`src/rtl/uart_debug_cmd.sv`:
```
// Debug UART command receiver: 8N1 deserialiser plus an ASCII "Waa=dddd" / "Raa" parser.
// Optional UART_CMD_LOWERCASE_EN accepts lowercase command letters and hex digits.
module uart_debug_cmd #(
  parameter int unsigned CLK_FRE   = 27,
  parameter int unsigned BAUD_RATE = 115200
) (
  input  logic        clk,
  input  logic        rst_n,
  input  logic        rx_pin,
  output logic        cmd_valid,
  input  logic        cmd_ready,
  output logic        cmd_write,
  output logic [7:0]  cmd_addr,
  output logic [15:0] cmd_data,
  output logic        err_pulse,
  output logic [7:0]  err_count
);

  localparam int unsigned DIV  = CLK_FRE * 1000000 / BAUD_RATE;
  localparam int unsigned HALF = DIV / 2;
  localparam int unsigned CW   = $clog2(DIV + 1);

  localparam logic [7:0] ChCr = 8'h0d;
  localparam logic [7:0] ChLf = 8'h0a;
  localparam logic [7:0] ChSp = 8'h20;
  localparam logic [7:0] ChEq = 8'h3d;

  typedef enum logic [2:0] {R_IDLE, R_START, R_DATA, R_STOP, R_WAITHI} rx_state_e;
  typedef enum logic [2:0] {P_IDLE, P_ADDR, P_EQ, P_DATA, P_EOL, P_ISSUE, P_DISCARD} p_state_e;

  // {valid, nibble}
  function automatic logic [4:0] hex_dec(input logic [7:0] b);
    logic [4:0] r;
    r = 5'b0;
    if (b >= 8'h30 && b <= 8'h39) r = {1'b1, b[3:0]};
    else if (b >= 8'h41 && b <= 8'h46) r = {1'b1, b[3:0] + 4'd9};
`ifdef UART_CMD_LOWERCASE_EN
    else if (b >= 8'h61 && b <= 8'h66) r = {1'b1, b[3:0] + 4'd9};
`endif
    return r;
  endfunction

  // {valid, write}
  function automatic logic [1:0] cmd_dec(input logic [7:0] b);
    logic [1:0] r;
    r = 2'b00;
    if (b == 8'h57) r = 2'b11;
    else if (b == 8'h52) r = 2'b10;
`ifdef UART_CMD_LOWERCASE_EN
    else if (b == 8'h77) r = 2'b11;
    else if (b == 8'h72) r = 2'b10;
`endif
    return r;
  endfunction

  logic sync1_q, sync2_q, rx_s;
  assign rx_s = sync2_q;

  always_ff @(posedge clk or negedge rst_n) begin
    if (!rst_n) begin
      sync1_q <= 1'b1;
      sync2_q <= 1'b1;
    end else begin
      sync1_q <= rx_pin;
      sync2_q <= sync1_q;
    end
  end

  // Byte receiver
  rx_state_e     rs_q, rs_d;
  logic [CW-1:0] cnt_q, cnt_d;
  logic [2:0]    bit_q, bit_d;
  logic [7:0]    sh_q, sh_d;
  logic [7:0]    byte_q, byte_d;
  logic          stb_q, stb_d;
  logic          ferr;

  always_comb begin
    rs_d   = rs_q;
    cnt_d  = cnt_q + 1'b1;
    bit_d  = bit_q;
    sh_d   = sh_q;
    byte_d = byte_q;
    stb_d  = 1'b0;
    ferr   = 1'b0;
    unique case (rs_q)
      R_IDLE: begin
        cnt_d = '0;
        if (!rx_s) rs_d = R_START;
      end
      R_START: begin
        if (cnt_q == CW'(HALF - 1)) begin
          cnt_d = '0;
          bit_d = 3'd0;
          rs_d  = rx_s ? R_IDLE : R_DATA;
        end
      end
      R_DATA: begin
        if (cnt_q == CW'(DIV - 1)) begin
          cnt_d = '0;
          sh_d  = {rx_s, sh_q[7:1]};
          bit_d = bit_q + 3'd1;
          if (bit_q == 3'd7) rs_d = R_STOP;
        end
      end
      R_STOP: begin
        if (cnt_q == CW'(DIV - 1)) begin
          cnt_d = '0;
          if (rx_s) begin
            stb_d  = 1'b1;
            byte_d = sh_q;
            rs_d   = R_IDLE;
          end else begin
            ferr = 1'b1;
            rs_d = R_WAITHI;
          end
        end
      end
      R_WAITHI: begin
        cnt_d = '0;
        if (rx_s) rs_d = R_IDLE;
      end
      default: rs_d = R_IDLE;
    endcase
  end

  always_ff @(posedge clk or negedge rst_n) begin
    if (!rst_n) begin
      rs_q   <= R_IDLE;
      cnt_q  <= '0;
      bit_q  <= 3'd0;
      sh_q   <= 8'h00;
      byte_q <= 8'h00;
      stb_q  <= 1'b0;
    end else begin
      rs_q   <= rs_d;
      cnt_q  <= cnt_d;
      bit_q  <= bit_d;
      sh_q   <= sh_d;
      byte_q <= byte_d;
      stb_q  <= stb_d;
    end
  end

  // Command parser
  p_state_e    ps_q, ps_d;
  logic        wr_q, wr_d;
  logic [7:0]  addr_q, addr_d;
  logic [15:0] data_q, data_d;
  logic [1:0]  dcnt_q, dcnt_d;
  logic        ow_q, ow_d;
  logic [7:0]  oa_q, oa_d;
  logic [15:0] od_q, od_d;
  logic        perr;
  logic        err_q;
  logic [7:0]  ecnt_q;
  logic [4:0]  hx;
  logic [1:0]  cl;
  logic        eol, blank;

  assign hx    = hex_dec(byte_q);
  assign cl    = cmd_dec(byte_q);
  assign eol   = (byte_q == ChCr) || (byte_q == ChLf);
  assign blank = eol || (byte_q == ChSp);

  always_comb begin
    ps_d   = ps_q;
    wr_d   = wr_q;
    addr_d = addr_q;
    data_d = data_q;
    dcnt_d = dcnt_q;
    ow_d   = ow_q;
    oa_d   = oa_q;
    od_d   = od_q;
    perr   = 1'b0;
    if (stb_q) begin
      unique case (ps_q)
        P_IDLE: begin
          if (cl[1]) begin
            wr_d   = cl[0];
            addr_d = 8'h00;
            data_d = 16'h0000;
            dcnt_d = 2'd0;
            ps_d   = P_ADDR;
          end else if (!blank) begin
            perr = 1'b1;
            ps_d = P_DISCARD;
          end
        end
        P_ADDR: begin
          if (hx[4]) begin
            addr_d = {addr_q[3:0], hx[3:0]};
            dcnt_d = dcnt_q + 2'd1;
            if (dcnt_q == 2'd1) begin
              dcnt_d = 2'd0;
              ps_d   = wr_q ? P_EQ : P_EOL;
            end
          end else begin
            perr = 1'b1;
            ps_d = P_DISCARD;
          end
        end
        P_EQ: begin
          if (byte_q == ChEq) begin
            ps_d = P_DATA;
          end else begin
            perr = 1'b1;
            ps_d = P_DISCARD;
          end
        end
        P_DATA: begin
          if (hx[4]) begin
            data_d = {data_q[11:0], hx[3:0]};
            dcnt_d = dcnt_q + 2'd1;
            if (dcnt_q == 2'd3) ps_d = P_EOL;
          end else begin
            perr = 1'b1;
            ps_d = P_DISCARD;
          end
        end
        P_EOL: begin
          if (eol) begin
            ow_d = wr_q;
            oa_d = addr_q;
            od_d = data_q;
            ps_d = P_ISSUE;
          end else begin
            perr = 1'b1;
            ps_d = P_DISCARD;
          end
        end
        P_ISSUE: begin
          // CRLF tails are expected; anything else is flagged but the command stays pending
          if (!blank) perr = 1'b1;
        end
        P_DISCARD: begin
          if (eol) ps_d = P_IDLE;
        end
        default: ps_d = P_IDLE;
      endcase
    end
    if (ps_q == P_ISSUE && cmd_ready) ps_d = P_IDLE;
    if (ferr && ps_q != P_ISSUE) ps_d = P_DISCARD;
  end

  always_ff @(posedge clk or negedge rst_n) begin
    if (!rst_n) begin
      ps_q   <= P_IDLE;
      wr_q   <= 1'b0;
      addr_q <= 8'h00;
      data_q <= 16'h0000;
      dcnt_q <= 2'd0;
      ow_q   <= 1'b0;
      oa_q   <= 8'h00;
      od_q   <= 16'h0000;
      err_q  <= 1'b0;
      ecnt_q <= 8'h00;
    end else begin
      ps_q   <= ps_d;
      wr_q   <= wr_d;
      addr_q <= addr_d;
      data_q <= data_d;
      dcnt_q <= dcnt_d;
      ow_q   <= ow_d;
      oa_q   <= oa_d;
      od_q   <= od_d;
      err_q  <= ferr | perr;
      if ((ferr | perr) && ecnt_q != 8'hff) ecnt_q <= ecnt_q + 8'd1;
    end
  end

  assign cmd_valid = (ps_q == P_ISSUE);
  assign cmd_write = ow_q;
  assign cmd_addr  = oa_q;
  assign cmd_data  = od_q;
  assign err_pulse = err_q;
  assign err_count = ecnt_q;

endmodule

```
`config.mk`:
```
export PLATFORM = sky130hd
export DESIGN_NAME = uart_debug_cmd
export DESIGN_NICKNAME = d
export VERILOG_FILES = /design/src/rtl/uart_debug_cmd.sv
export SDC_FILE = /design/constraint.sdc
export NUM_CORES = 1
export LEC_CHECK = 0
export CAP_MARGIN = 20
export CORE_UTILIZATION = 60
export DETAILED_ROUTE_END_ITERATION = 8
export PLACE_DENSITY = 0.82
export REMOVE_ABC_BUFFERS = 1
export SLEW_MARGIN = 20
export SYNTH_ARGS = -nofsm -noshare
export SYNTH_HDL_FRONTEND = slang
export SYNTH_SLANG_ARGS = --single-unit
```
`constraint.sdc`:
```
create_clock -name clk -period 5.59 [get_ports clk]
set_input_delay 1.3975 -clock clk [delete_from_list [all_inputs] [get_ports clk]]
set_output_delay 1.3975 -clock clk [all_outputs]
set_load 0.05 [all_outputs]
```
==> metrics.md, run 1 <==
| Metric | Value |
|---|---|
| Slew Limit Headroom | `42.7%` |
| Worst Setup Path Type | `flop to output port` |
| Status | `finished, final reports clean` |
| Filler instances | `539` |
| Total Wirelength | `8.96 mm` |
| Register area | `2430 µm²` |
| Clk sink count | `97` |
| RePlAce Congestion | `0.910` |
| Utilization after layout | `71.7%` |
| Simple-gate share of the synthesized area | `19.2%` |
| Full die area | `8190 µm²` |
| Yosys reg bits | `97` |
| Max Cap Viol | `0` |
| Final net count | `493` |
| Sw frac | `23.8%` |
| Internal Power | `0.890 mW` |
| Crit start category | `flop` |
| Synth cell count leaders | `dfrtp_1, nand2_1, mux2_2, nor2_1, nand3_1` |
| Area share of the largest cell type after synthesis | `50.6%` |
| Overflow after GRT | `0` |
| Max-slew violation count | `0` |
| Site Rows | `31` |
| Synth Cell Area | `4700 µm²` |
| H-tree depth | `3` |
| Total Routing Usage GR | `24.2%` |
| Diodes inserted | `0` |
| Num CTS Buffers | `9` |
| Comb pwr share | `1.3%` |
| Starting Density | `63.4%` |
| Via/cell ratio | `5.81` |
| Vias | `3370` |
| RSZ-0062 raised after global routing | `false` |
| Vias in the first global route | `3345` |
| DRT iter0 DRCs | `229` |
| Post-CTS Setup Bufs | `0` |
| Post-synth EDFFs | `0` |
| CP top delay family | `buffers and inverters` |
| Post-CTS Hold Buffers | `0` |
| Synth Area in Compound Gates | `8.26%` |
| Clock skew | `0.0137 ns` |
| Syn_area_per_cell | `10.5 µm²` |
| Resize count post-CTS | `0` |
| First-pass GRT wire length | `16.0 mm` |
| Ports | `39` |
| Worst-path cell chain | `nor2b_1 -> nand2_1 -> inv_1 -> clkdlybuf4s50_1` |
| Post-synthesis xor/xnor area fraction | `1.86%` |
| Maximum vdd drop | `157 µV` |
| Sw Pwr | `0.277 mW` |
| Leakage power | `2.46 nW` |
| Final hold viol count | `0` |
| Clock latency on the worst-skew pair | `0.37 ns` |
| Post-detailed-route wirelength per cell | `15.5 µm` |
| Clock transition at the registers of the reported paths | `0.10 ns` |
| Hold Crit Class | `flop to flop` |
| Yosys warns | `0` |
| Area occupied by multi-input gates | `2100 µm²` |
| F_max | `0.268 GHz` |
| Crit Path Max Fanout | `14` |
| IO buf count | `38` |
| # DRC | `0` |
| Transition time at the pin with the least slew margin | `0.856 ns` |
| Layout cells sized above 1 | `14.1%` |
| Synth Instances | `447` |
| Die Width | `90.5 µm` |
| CTS tree | `yes` |
| Largest net degree at the start of global routing | `59` |
| Final Setup Violations | `0` |
| Initial antenna violation count | `0` |
| Clock power share | `38.4%` |
| Top post-synthesis cells by area | `dfrtp_1, mux2_2, nand2_1` |
| Count leader, synth | `dfrtp_1` |
| Cell variety after synth | `60` |
| Most used DFF post-synth | `dfrtp_1` |
| Core ar. | `7410 µm²` |
| Slowest cell on the critical path | `clkdlybuf4s50_1` |
| Drt first pass iters | `4` |
| Buffers & Inverters on Critical Path | `2` |
| Largest family of logic cells by synthesized area | `simple AND/OR/NAND/NOR gates` |
| Post-synthesis adder-cell area fraction | `3.46%` |
| Period minus WS final | `3.73 ns` |
| R2R Setup Slk | `2.55 ns` |
| Die Y | `90.5 µm` |
| Deepest clock path buffer count | `2` |
| Post-synthesis mux area share | `11.8%` |
| Setup TNS Final | `0 ns` |
| CP arrival | `2.33 ns` |
| Sequential share of power | `60.3%` |
| Final period util | `66.7%` |
| Synth async-reset ratio | `100%` |
| Setup crit end kind | `output port` |
| Seq/Total Area, Yosys | `51.7%` |
| Required time worst endpoint | `4.19 ns` |
| Area leader, netlist | `dfrtp_1` |
| Post-DRT Antenna Nets | `0` |
| Synthesis-to-layout area growth | `13.0%` |
| Crit-path max cell delay | `0.79 ns` |
| CTS root buf | `clkbuf_8` |
| DPL Wire Length | `6.18 mm` |
| Power per Cell Area | `220 nW/µm²` |
## power groups by stage
stage	logic, mW	registers, mW	clock network (mW)
2_1_floorplan	0.000341	0.717	0
3_3_place_gp	0.0163	0.717	0
3_5_place_dp	0.0165	0.717	0
4_1_cts	0.0164	0.703	0.458
5_1_grt	0.0185	0.704	0.485
6_report	0.0155	0.703	0.448
## area by class of cell
cell class,count,area share (%)
Clock inverter,6,1.15
Multi-Input combinational cell,309,39.5
Clock buffer,10,2.59
Tap cell,99,2.33
Inverter,20,1.41
Timing Repair Buffer,39,7.26
Sequential cell,97,45.8
## worst reg2reg max path: stages, from the launching register on
cell,delay [ns]
dfrtp_1,0.44
inv_1,0.15
ha_1,0.25
o21bai_1,0.11
a21oi_1,0.42
or2_1,0.36
nand4_1,0.73
nand3_1,0.34
o21ai_0,0.11
## state kept, by name (all words and copies together) (netlist names), 8 cells and up
| signal | flops |
|---|---|
| cmd_data | 16 |
| data_q | 16 |
| addr_q | 8 |
| byte_q | 8 |
| cmd_addr | 8 |
| cnt_q | 8 |
| err_count | 8 |
| sh_q | 8 |
## layer usage
layer  vias up  wire length, µm  global-route usage, %  part of all wire, %
met2        60             4490                   41.0                   50
li1       1631                -                      -                    -
met4         0              106                   9.01                  1.2
met3        11              262                   2.86                  2.9
met1      1668             4110                   32.1                   46
met5         -                0                      0                    0
## kinds of logic after synthesis
kind of cell / count (synthesis)
DFF: 97
xor gates and xnor gates: 10
AOI/OAI and AO/OA: 59
buffers and inverters: 41
adders and majority gates: 13
and+or+nand+nor: 177
muxes: 50
## per-stage QoR
stage / cells / power (mW) / area (µm²) / setup slack [ns] / hold WS (ns)
finish: 580 / 1.17 / 5310 / 1.86 / 0.364
global placement: 564 / 0.733 / 5110 / 2.33 / 0.350
CTS: 580 / 1.18 / 5310 / 1.86 / 0.367
detailed placement: 564 / 0.734 / 5110 / 2.28 / 0.350
global route: 580 / 1.21 / 5310 / 1.71 / 0.373
floorplan: 426 / 0.717 / 4600 / 2.95 / 0.345
## path summary, 6_finish.rpt
kind                       startpoint        end  cells after the start
min reg2reg                   sync1_q       rx_s                      0
max                           ps_q[2]  cmd_valid                      4
max in group asynchronous       rst_n  byte_q[3]                      2
min in group asynchronous       rst_n  dcnt_q[1]                      1
min                           sync1_q       rx_s                      0
max reg2reg                 byte_q[1]  data_q[2]                      8
## cells in the final DEF (no fill, tap or decap), types with 4 or more instances in the layout
| cell | instances |
|---|---|
| nand2_1 | 64 |
| mux2_2 | 41 |
| nand3_1 | 29 |
| clkbuf_8 | 10 |
| dfrtp_1 | 95 |
| clkdlybuf4s50_1 | 37 |
| xor2_1 | 5 |
| nor3_1 | 7 |
| nor2_1 | 30 |
| a31oi_1 | 5 |
| ha_1 | 13 |
| nand4_1 | 7 |
| or3_1 | 5 |
| inv_1 | 20 |
| xnor2_1 | 5 |
| o21ai_0 | 13 |
| a21oi_1 | 14 |
| nor3b_1 | 4 |
| and3_1 | 5 |
| mux2i_1 | 8 |
(Power assumes the default switching activity.)
==> run 2, diff against run 1 <==
--- a/config.mk
+++ b/config.mk
@@ -6,9 +6,9 @@
 export NUM_CORES = 1
 export LEC_CHECK = 0
 export CAP_MARGIN = 20
-export CORE_UTILIZATION = 60
+export CORE_UTILIZATION = 52
 export DETAILED_ROUTE_END_ITERATION = 8
-export PLACE_DENSITY = 0.82
+export PLACE_DENSITY = 0.76
 export REMOVE_ABC_BUFFERS = 1
 export SLEW_MARGIN = 20
 export SYNTH_ARGS = -nofsm -noshare
==> constraint.sdc (replaced) <==
create_clock -name clk -period 3.2 [get_ports clk]
set_input_delay 0.8 -clock clk [delete_from_list [all_inputs] [get_ports clk]]
set_output_delay 0.8 -clock clk [all_outputs]
set_load 0.05 [all_outputs]
==> run 2 against run 1 <==
Final area rose by 1.0%. Worst hold slack got worse by 0.0033 ns. Global-route usage is 4.3 points lower. Largest power group unchanged.
==> metrics.md, run 2 (same netlist as run 1, synthesis figures left out) <==
| Metric | Value |
|---|---|
| Site Rows | `34` |
| Hold Crit Class | `flop to flop` |
| Largest net degree at the start of global routing | `55` |
| Crit Path Max Fanout | `5` |
| Period minus WS final | `2.86 ns` |
| Via/cell ratio | `5.54` |
| CTS root buf | `clkbuf_8` |
| Clock transition at the registers of the reported paths | `0.10 ns` |
| Power per Cell Area | `378 nW/µm²` |
| Worst-path cell chain | `nor2b_1 -> nand2_1 -> inv_1 -> clkdlybuf4s50_1` |
| Die Width | `97.1 µm` |
| Final hold viol count | `0` |
| Status | `finished, final reports clean` |
| Worst Setup Path Type | `flop to output port` |
| Crit start category | `flop` |
| IO buf count | `38` |
| Setup TNS Final | `0 ns` |
| Total Wirelength | `8.75 mm` |
| F_max | `0.349 GHz` |
| First-pass GRT wire length | `15.3 mm` |
| RSZ-0062 raised after global routing | `false` |
| Clock skew | `0.0135 ns` |
| Final Setup Violations | `0` |
| Setup crit end kind | `output port` |
| Worst reg2reg startpoint | `byte_q[0]` |
| Ports | `39` |
| Post-detailed-route wirelength per cell | `14.7 µm` |
| Worst Hold Depth | `0` |
| R2R Setup Slk | `0.65 ns` |
| Synthesis-to-layout area growth | `14.2%` |
| Starting Density | `53.9%` |
| RePlAce Congestion | `0.826` |
| Hold_sp | `sync1_q` |
| Drt first pass iters | `5` |
| Vias in the first global route | `3237` |
| # DRC | `0` |
| Cell count of the worst reg-to-reg path | `8` |
| Max Cap Viol | `0` |
| CP top delay family | `buffers and inverters` |
| Reg-to-Reg End | `addr_q[0]` |
| Design Area, Final | `5360 µm²` |
| Final net count | `498` |
| Buffers & Inverters on Critical Path | `2` |
| Die Y | `97.1 µm` |
| Slew Limit Headroom | `58.8%` |
| Post-DRT Antenna Nets | `0` |
| Clock latency on the worst-skew pair | `0.37 ns` |
| Overflow after GRT | `0` |
| Post-CTS Hold Buffers | `0` |
| Full die area | `9420 µm²` |
| Transition time at the pin with the least slew margin | `0.613 ns` |
| Resize count post-CTS | `0` |
| Vias | `3293` |
| H-tree depth | `3` |
| Deepest clock path buffer count | `2` |
| Maximum vdd drop | `196 µV` |
| Filler instances | `703` |
| Final period util | `89.5%` |
| Slowest cell on the critical path | `clkdlybuf4s50_1` |
| Clk sink count | `97` |
| Total Routing Usage GR | `19.9%` |
| Most frequent cells in the layout | `dfrtp_1, nand2_1, mux2_2, clkdlybuf4s50_1, nor2_1` |
| DRT iter0 DRCs | `182` |
| Most common cell after layout, fill and taps aside | `dfrtp_1` |
| Core ar. | `8720 µm²` |
| Diodes inserted | `0` |
| CTS tree | `yes` |
| Required time worst endpoint | `2.40 ns` |
| DPL Wire Length | `6.15 mm` |
| Initial antenna violation count | `0` |
| Leakage power | `2.48 nW` |
| Max-slew violation count | `0` |
| Hold Path End | `rx_s` |
| CP arrival | `2.06 ns` |
| Crit-path max cell delay | `0.79 ns` |
| Num CTS Buffers | `9` |
| Layout cells sized above 1 | `14.8%` |
| Post-CTS Setup Bufs | `0` |
| Dpl cell area | `5170 µm²` |
==> run 2: final cells by class <==
class	count	area (µm²)	area share, %
inverters	20	75.1	1.40
flip-flops and latches	97	2430	45.3
well taps	108	135	2.52
multi-input cells	309	2090	39.0
clock inverters	7	70.1	1.31
clock buffers	9	124	2.31
repair buffers	44	435	8.12
==> run 2: metrics by stage <==
step | hold WS, ns | worst slack, ns | util (%) | std cells | total power [mW]
final | 0.361 | 0.337 | 61.5 | 594 | 2.03
after global routing | 0.371 | 0.186 | 61.5 | 594 | 2.12
after CTS | 0.364 | 0.314 | 61.5 | 594 | 2.06
after detailed placement | 0.349 | 0.658 | 59.3 | 578 | 1.28
after global placement | 0.350 | 0.713 | 59.3 | 578 | 1.28
after floorplan | 0.345 | 0.831 | - | 426 | 1.25
==> run 2: worst max path at each step <==
stage | from | end | cells after the start
finish | ps_q[1] | cmd_valid | 4
global route | ps_q[0] | cmd_valid | 3
CTS | ps_q[1] | cmd_valid | 4
detailed placement | byte_q[0] | addr_q[0] | 8
global placement | byte_q[0] | addr_q[0] | 8
floorplan | cnt_q[1] | err_count[1] | 8
==> run 2: worst register-to-register path, delay by kind of cell (launching register included) <==
family / cells / cell delay, ns
adder cells (fa/ha/maj): 1 / 0.23
flip-flops: 1 / 0.44
AO/OA/AOI/OAI: 1 / 0.11
AND/OR/NAND/NOR: 4 / 1.18
multiplexers: 1 / 0.39
buffers and inverters: 1 / 0.10
==> run 2: report_power, final <==
part | internal [mW] | switching, mW | total [mW]
clock network | 0.304 | 0.467 | 0.771
registers | 1.23 | 0.00152 | 1.23
logic | 0.00581 | 0.0235 | 0.0293
total | 1.54 | 0.492 | 2.03
==> run 2: metal layers <==
| layer | wire length [µm] | global-route usage [%] |
|---|---|---|
| met5 | 0 | 0 |
| met4 | 115 | 5.51 |
| met3 | 311 | 4.68 |
| met2 | 4190 | 32.1 |
| met1 | 4140 | 27.0 |
